===== src/rtl/fb_pkg.sv =====
// Shared types for the framebuffer write scheduler.
// Latency: n/a (types only).
// Backpressure: n/a.
// Contents: default coordinate/pixel widths, scheduler state enum and the
// write-beat struct used to describe one framebuffer write.
package fb_pkg;

    localparam int FB_COORD_W = 10;
    localparam int FB_PIX_W   = 3;

    typedef logic [FB_COORD_W-1:0] coord_t;
    typedef logic [FB_PIX_W-1:0]   pixel_t;

    typedef enum logic [0:0] {
        S_IDLE  = 1'b0,
        S_CLEAR = 1'b1
    } sched_state_t;

    typedef struct packed {
        coord_t x;
        coord_t y;
        pixel_t pixel;
    } fb_wr_t;

endpackage


===== src/rtl/fb_rr_arbiter.sv =====
// Round-robin arbiter: grants the first eligible requester at or above the pointer, wrapping.
// Latency: grant/index combinational from eligible; pointer updates on the next vclk edge.
// Backpressure: none internally; advance_i moves the pointer past the current winner.
// Ports:
//   vclk, srst      clock and synchronous active-high reset (pointer -> 0)
//   eligible_i      per-requester eligibility, already gated by the caller
//   advance_i       1 = the current winner was accepted this cycle
//   grant_o         one-hot winner, 0 when nothing is eligible
//   idx_o           binary index of the winner (pointer value when none)
//   any_o           1 = some requester is eligible
module fb_rr_arbiter #(
    parameter int NREQ = 4,
    localparam int IDX_W = $clog2(NREQ)
) (
    input  logic             vclk,
    input  logic             srst,
    input  logic [NREQ-1:0]  eligible_i,
    input  logic             advance_i,
    output logic [NREQ-1:0]  grant_o,
    output logic [IDX_W-1:0] idx_o,
    output logic             any_o
);

    logic [IDX_W-1:0] ptr_q;
    logic [IDX_W-1:0] ptr_d;

    // Search upward from the pointer; the first hit wins.
    always_comb begin
        int               cand;
        logic [IDX_W-1:0] cand_idx;
        logic             found;
        grant_o  = '0;
        idx_o    = ptr_q;
        found    = 1'b0;
        cand     = 0;
        cand_idx = '0;
        for (int i = 0; i < NREQ; i++) begin
            cand = int'(ptr_q) + i;
            if (cand >= NREQ) begin
                cand = cand - NREQ;
            end
            cand_idx = IDX_W'(cand);
            if (!found && eligible_i[cand_idx]) begin
                found             = 1'b1;
                grant_o[cand_idx] = 1'b1;
                idx_o             = cand_idx;
            end
        end
        any_o = found;
    end

    always_comb begin
        ptr_d = ptr_q;
        if (advance_i) begin
            if (int'(idx_o) == NREQ - 1) begin
                ptr_d = '0;
            end else begin
                ptr_d = IDX_W'(int'(idx_o) + 1);
            end
        end
    end

    always_ff @(posedge vclk) begin
        if (srst) begin
            ptr_q <= '0;
        end else begin
            ptr_q <= ptr_d;
        end
    end

endmodule


===== src/rtl/fb_write_sched.sv =====
// Framebuffer write-port scheduler: round-robin sharing among NREQ producers plus a hardware full-screen clear.
// Latency: 1 cycle from accept (valid & ready) to fb_wr_en; clear writes follow 1 cycle after each sweep step.
// Backpressure: req_ready is 0 during a clear, in the clear_start cycle, and (tearfree=1) during active video.
// Ports: vclk/srst (sync active-high); width/height active area; visible/tearfree gating;
//   clear_start/clear_color/clear_busy clear control; req_valid/req_x/req_y/req_pixel/req_ready
//   producer side (packed, requester i at [i*W +: W]); fb_x/fb_y/fb_pixel/fb_wr_en write port;
//   drop pulses when an out-of-range write is discarded.
// Build option: define FB_WRITE_BOUNDS_CHECK_EN to discard accepted writes with x>=width or y>=height;
//   without it every accepted write is forwarded and drop is tied 0.
module fb_write_sched
    import fb_pkg::*;
#(
    parameter int NREQ    = 4,
    parameter int COORD_W = FB_COORD_W,
    parameter int PIX_W   = FB_PIX_W
) (
    input  logic                    vclk,
    input  logic                    srst,
    input  logic [COORD_W-1:0]      width,
    input  logic [COORD_W-1:0]      height,
    input  logic                    visible,
    input  logic                    tearfree,
    input  logic                    clear_start,
    input  logic [PIX_W-1:0]        clear_color,
    output logic                    clear_busy,
    input  logic [NREQ-1:0]         req_valid,
    input  logic [NREQ*COORD_W-1:0] req_x,
    input  logic [NREQ*COORD_W-1:0] req_y,
    input  logic [NREQ*PIX_W-1:0]   req_pixel,
    output logic [NREQ-1:0]         req_ready,
    output logic [COORD_W-1:0]      fb_x,
    output logic [COORD_W-1:0]      fb_y,
    output logic [PIX_W-1:0]        fb_pixel,
    output logic                    fb_wr_en,
    output logic                    drop
);

    localparam int IDX_W = $clog2(NREQ);

    sched_state_t       state_q, state_d;
    logic [COORD_W-1:0] cx_q, cx_d, cy_q, cy_d;
    logic [COORD_W-1:0] w_q, w_d, h_q, h_d;
    logic [PIX_W-1:0]   color_q, color_d;
    logic [COORD_W-1:0] fb_x_q, fb_x_d, fb_y_q, fb_y_d;
    logic [PIX_W-1:0]   fb_pix_q, fb_pix_d;
    logic               wr_en_q, wr_en_d;
    logic               busy_q, busy_d;

    logic [NREQ-1:0]    eligible;
    logic [NREQ-1:0]    grant;
    logic [IDX_W-1:0]   win_idx;
    logic               win_any;
    logic [COORD_W-1:0] win_x, win_y;
    logic [PIX_W-1:0]   win_pix;
    logic               win_oob;

    // Grants only in IDLE and never in a clear_start cycle, so a clear always
    // wins over a same-cycle request.
    assign eligible = req_valid
                    & {NREQ{!tearfree || !visible}}
                    & {NREQ{(state_q == S_IDLE) && !clear_start}};

    fb_rr_arbiter #(.NREQ(NREQ)) u_arb (
        .vclk       (vclk),
        .srst       (srst),
        .eligible_i (eligible),
        .advance_i  (win_any),
        .grant_o    (grant),
        .idx_o      (win_idx),
        .any_o      (win_any)
    );

    assign req_ready = grant;

    assign win_x   = req_x[win_idx*COORD_W +: COORD_W];
    assign win_y   = req_y[win_idx*COORD_W +: COORD_W];
    assign win_pix = req_pixel[win_idx*PIX_W +: PIX_W];

`ifdef FB_WRITE_BOUNDS_CHECK_EN
    assign win_oob = (win_x >= width) || (win_y >= height);
`else
    assign win_oob = 1'b0;
`endif

    always_comb begin
        state_d  = state_q;
        cx_d     = cx_q;
        cy_d     = cy_q;
        w_d      = w_q;
        h_d      = h_q;
        color_d  = color_q;
        fb_x_d   = fb_x_q;
        fb_y_d   = fb_y_q;
        fb_pix_d = fb_pix_q;
        wr_en_d  = 1'b0;
        busy_d   = 1'b0;
        case (state_q)
            S_IDLE: begin
                if (clear_start) begin
                    // Zero-sized area: nothing to sweep, stay idle.
                    if ((width != '0) && (height != '0)) begin
                        state_d = S_CLEAR;
                        w_d     = width;
                        h_d     = height;
                        color_d = clear_color;
                        cx_d    = '0;
                        cy_d    = '0;
                    end
                end else if (win_any && !win_oob) begin
                    fb_x_d   = win_x;
                    fb_y_d   = win_y;
                    fb_pix_d = win_pix;
                    wr_en_d  = 1'b1;
                end
            end
            S_CLEAR: begin
                // busy is registered alongside the write so it brackets exactly the W*H strobes.
                fb_x_d   = cx_q;
                fb_y_d   = cy_q;
                fb_pix_d = color_q;
                wr_en_d  = 1'b1;
                busy_d   = 1'b1;
                if (cx_q == w_q - COORD_W'(1)) begin
                    cx_d = '0;
                    if (cy_q == h_q - COORD_W'(1)) begin
                        state_d = S_IDLE;
                    end else begin
                        cy_d = cy_q + COORD_W'(1);
                    end
                end else begin
                    cx_d = cx_q + COORD_W'(1);
                end
            end
            default: state_d = S_IDLE;
        endcase
    end

    always_ff @(posedge vclk) begin
        if (srst) begin
            state_q  <= S_IDLE;
            cx_q     <= '0;
            cy_q     <= '0;
            w_q      <= '0;
            h_q      <= '0;
            color_q  <= '0;
            fb_x_q   <= '0;
            fb_y_q   <= '0;
            fb_pix_q <= '0;
            wr_en_q  <= 1'b0;
            busy_q   <= 1'b0;
        end else begin
            state_q  <= state_d;
            cx_q     <= cx_d;
            cy_q     <= cy_d;
            w_q      <= w_d;
            h_q      <= h_d;
            color_q  <= color_d;
            fb_x_q   <= fb_x_d;
            fb_y_q   <= fb_y_d;
            fb_pix_q <= fb_pix_d;
            wr_en_q  <= wr_en_d;
            busy_q   <= busy_d;
        end
    end

`ifdef FB_WRITE_BOUNDS_CHECK_EN
    logic drop_q;

    // The request is still consumed (ready was high); only the write is suppressed.
    always_ff @(posedge vclk) begin
        if (srst) begin
            drop_q <= 1'b0;
        end else begin
            drop_q <= (state_q == S_IDLE) && !clear_start && win_any && win_oob;
        end
    end

    assign drop = drop_q;
`else
    assign drop = 1'b0;
`endif

    assign fb_x       = fb_x_q;
    assign fb_y       = fb_y_q;
    assign fb_pixel   = fb_pix_q;
    assign fb_wr_en   = wr_en_q;
    assign clear_busy = busy_q;

endmodule


===== config.mk =====
export PLATFORM = sky130hd
export DESIGN_NAME = fb_write_sched
export DESIGN_NICKNAME = d
export VERILOG_FILES = /design/src/rtl/fb_pkg.sv /design/src/rtl/fb_rr_arbiter.sv /design/src/rtl/fb_write_sched.sv
export SDC_FILE = /design/constraint.sdc
export NUM_CORES = 1
export LEC_CHECK = 0
export ABC_AREA = 1
export BUFFER_PORTS_ARGS = -buffer_cell sky130_fd_sc_hd__buf_2
export CORE_MARGIN = 2
export CORE_UTILIZATION = 50
export DETAILED_ROUTE_END_ITERATION = 7
export GPL_ROUTABILITY_DRIVEN = 0
export PLACE_DENSITY = 0.78
export RECOVER_POWER = 50
export SLEW_MARGIN = 20
export SYNTH_ARGS = -nofsm -noshare
export SYNTH_HDL_FRONTEND = slang
export SYNTH_HIERARCHICAL = 1
export SYNTH_SLANG_ARGS = --single-unit

===== constraint.sdc =====
create_clock -name vclk -period 4.79 [get_ports vclk]
set_clock_uncertainty 0.15 [all_clocks]
set_input_delay 0 -clock vclk [delete_from_list [all_inputs] [get_ports vclk]]
set_output_delay 0 -clock vclk [all_outputs]
set_load 0.05 [all_outputs]

==> impl_metrics.toml <==
[outcome]
status = "finished clean"

[timing]
fin_tns_setup_ns = 0
slew_headroom_pct = 27.5
fin_crit_sh_pct = 87.9
finalMaxSlewViolations = 0
timing.fmax_ghz = 0.238
setup_viol = 0
worst_pin_slew_ns = 1.09
hold_viol = 0
fin_crit_ns = 4.21
rsz0062_at_grt = "false"

[floorplan]
fp-row-count = 36
fp.dieH_um = 104
die_area_um2 = 10800
die-width_um = 104
io_pins = 154
fp.coreArea_um2 = 9730
initial_core_util_pct = 51.4

[layout]
syn2layout_area_growth_pct = 31.0
final_common_cell = "nand2_1"
final_nets = 1115
final_cell_mix = "201 x nand2_1, 126 x buf_2, 98 x nor2_1"
drive_gt1_share_pct = 18.6
fillers = 865
num_antenna_cells = 0
finalInstanceArea_um2 = 6550

[cts]
worstSkewPairLatency_ns = 0.34
cts_made_buffers = 9
clk_pin_slew_ns = 0.07
cts_tree = "yes"
cts_buffer_depth = 2
htree_levels = 3
post_cts_buffers = 0
ctsRootBufferMaster = "clkbuf_8"
cts.sinks = 71

[route]
drc_errors = 0
vias = 6027
dr.first_iter.drc_count = 652
wire_per_inst_um = 13.8
dr.pass1.iters = 5
wirelength_um = 15500
via_per_inst = 5.39
postRouteAntennaNets = 0

[power_and_ir_drop]
vdd_drop_max_mv = 0.333
cellLeakagePower_uw = 0.00281
p_per_area_nw_per_um2 = 561

[critical_path]
end_kind = "flop"
cp_data_arrival_time_ns = 4.32
critPathLaunchType = "flop"
reg2reg_from = "state_q$_SDFF_PP0_"
path_max_fanout = 24
reg2reg_depth = 18
regToRegSetupSlack_ns = 0.58
reg2reg_to = "fb_x[7]$_SDFFE_PP0P_"
crit_required_ns = 4.91
critical_path_class = "flop to flop"

[logic_synthesis]
synthArstFlopShare_pct = 0
syn-instance-count = 786
synth-edff-count = 0
syn_area_per_cell_um2 = 6.36
synth_fp_nets = 920
seq_area_frac_synth_pct = 28.4
yosysUniqueCellTypes = 45
synth-seq-cells = 71
ys.warnings.count = 6
syn_area_um2 = 5000
synthFlopType = "dfxtp_1"

[placed_design]
portBuffers = 152
dpl-instance-area_um2 = 5780
dp_hpwl_um = 10700

[global_route]
antenna_found_initial = 0
overflow = 0
grt_pass1_vias = 5437
grt_max_degree = 55
grt_use_total_pct = 28.0
grt_pass1_wl_um = 25500

[flow_run]
maxCapViolCount = 0

[worst_hold_path]
hold_path_end = "fb_y[1]$_SDFFE_PP0P_"
worstHoldStart = "req_y[21]"
hold_depth = 5
hold_class = "input port to flop"
[worst max-delay path by stage]
stage	end	start	cells past startpoint	slack, ns
after detailed placement	fb_y[3]$_SDFFE_PP0P_	state_q$_SDFF_PP0_	16	0.93
after CTS	fb_x[9]$_SDFFE_PP0P_	state_q$_SDFF_PP0_	17	0.44
final	fb_x[7]$_SDFFE_PP0P_	state_q$_SDFF_PP0_	18	0.58
after floorplan	fb_pixel[2]$_SDFFE_PP0P_	state_q$_SDFF_PP0_	20	1.48
after global routing	fb_x[7]$_SDFFE_PP0P_	state_q$_SDFF_PP0_	19	0.18
after global placement	fb_y[9]$_SDFFE_PP0P_	flop	14	1.01
[through the flow]
stage / utilization, % / total power (uW) / worst slack [ns] / hold WS (ns) / std cells
after floorplan: - / 2370 / 1.48 / -0.0715 / 786
after global placement: 59.4 / 2800 / 1.01 / 0.137 / 1036
after detailed placement: 59.4 / 2810 / 0.930 / 0.129 / 1036
after CTS: 67.9 / 3620 / 0.436 / 0.00312 / 1118
after global routing: 67.3 / 3940 / 0.177 / 0.0365 / 1118
final: 67.3 / 3670 / 0.581 / 0.0164 / 1118
[repair_timing]
action	4_1_cts	5_1_grt
resized for setup	0	1
endpoints found under the hold margin	46	0
endpoints found under the setup margin	0	21
hold buffers	67	0
[Yosys cell counts (4+ instances only)]
| library cell | instances | area, um^2 |
|---|---|---|
| nand2_1 | 200 | 751 |
| nor2_1 | 98 | 368 |
| dfxtp_1 | 71 | 1420 |
| o21ai_0 | 70 | 350 |
| inv_1 | 48 | 180 |
| nand3_1 | 47 | 235 |
| a21oi_1 | 45 | 225 |
| o22ai_1 | 26 | 163 |
| clkbuf_1 | 25 | 93.8 |
| a31oi_1 | 24 | 150 |
| nand4_1 | 15 | 93.8 |
| xor2_1 | 13 | 114 |
| ha_1 | 10 | 125 |
| xnor2_1 | 10 | 87.6 |
| buf_2 | 9 | 45.0 |
| inv_2 | 7 | 26.3 |
| nand2_4 | 7 | 78.8 |
| nand2_2 | 6 | 37.5 |
| clkinv_1 | 5 | 18.8 |
| nand3_2 | 5 | 50.1 |
| nor2_2 | 5 | 31.3 |
| nor3_1 | 5 | 25.0 |
| nor2_4 | 4 | 45.0 |
| nor4_1 | 4 | 25.0 |
[where the power goes]
group / total [uW] / internal [uW] / switching (uW)
Sequential: 775 / 686 / 89.5
Combinational: 2490 / 949 / 1540
Clock: 403 / 186 / 218
[cell type report]
cell class	instances	area (um^2)	area share (%)
clock buffers	12	135	2.06
inverters	61	240	3.67
multi-input cells	614	3130	47.7
well taps	133	166	2.54
clock inverters	3	21.3	0.325
flip-flops and latches	71	1420	21.7
repair buffers	224	1440	21.9
[flip-flops by register name, summed over array words and instances (netlist names), named ones only]
name / cells
cx_q: 10
h_q: 10
state_q: 1
fb_wr_en: 1
fb_x: 10
fb_y: 10
w_q: 10
color_q: 3
fb_pixel: 3
cy_q: 10
u_arb/ptr_q: 1
clear_busy: 1
[critical path: stages, from the launching register on]
cell	delay [ns]
dfxtp_1	0.31
clkinv_1	0.30
nand2_1	0.20
nor2_1	0.45
inv_1	0.08
nand2_1	0.09
nand3_1	0.10
nand2_1	0.14
nand4_4	0.14
clkinv_1	0.11
nand2_2	0.06
and2_1	0.15
buf_4	0.20
inv_1	0.47
o21ai_0	0.23
o22ai_1	0.17
dlygate4sd3_1	0.58
nand2_1	0.06
a31oi_1	0.13
[metal layers]
layer	share of wire [%]	track usage [%]
met5	0	0
met4	2.5	8.11
met3	7.0	5.89
met2	45	45.6
met1	45	37.5
[cells by family (layout without fill, tap and decap cells)]
| logic type | count (synthesis) | count (layout) | synth area share [%] |
|---|---|---|---|
| compound gates | 171 | 171 | 18.8 |
| xor+xnor | 23 | 23 | 4.03 |
| fa+ha+maj | 10 | 10 | 2.50 |
| buf+inv | 101 | 300 | 8.44 |
| flops | 71 | 71 | 28.4 |
| other cells | 1 | 1 | 0.0750 |
| simple gates | 409 | 409 | 37.8 |
Note: power is estimated with default switching activity, not from simulation.
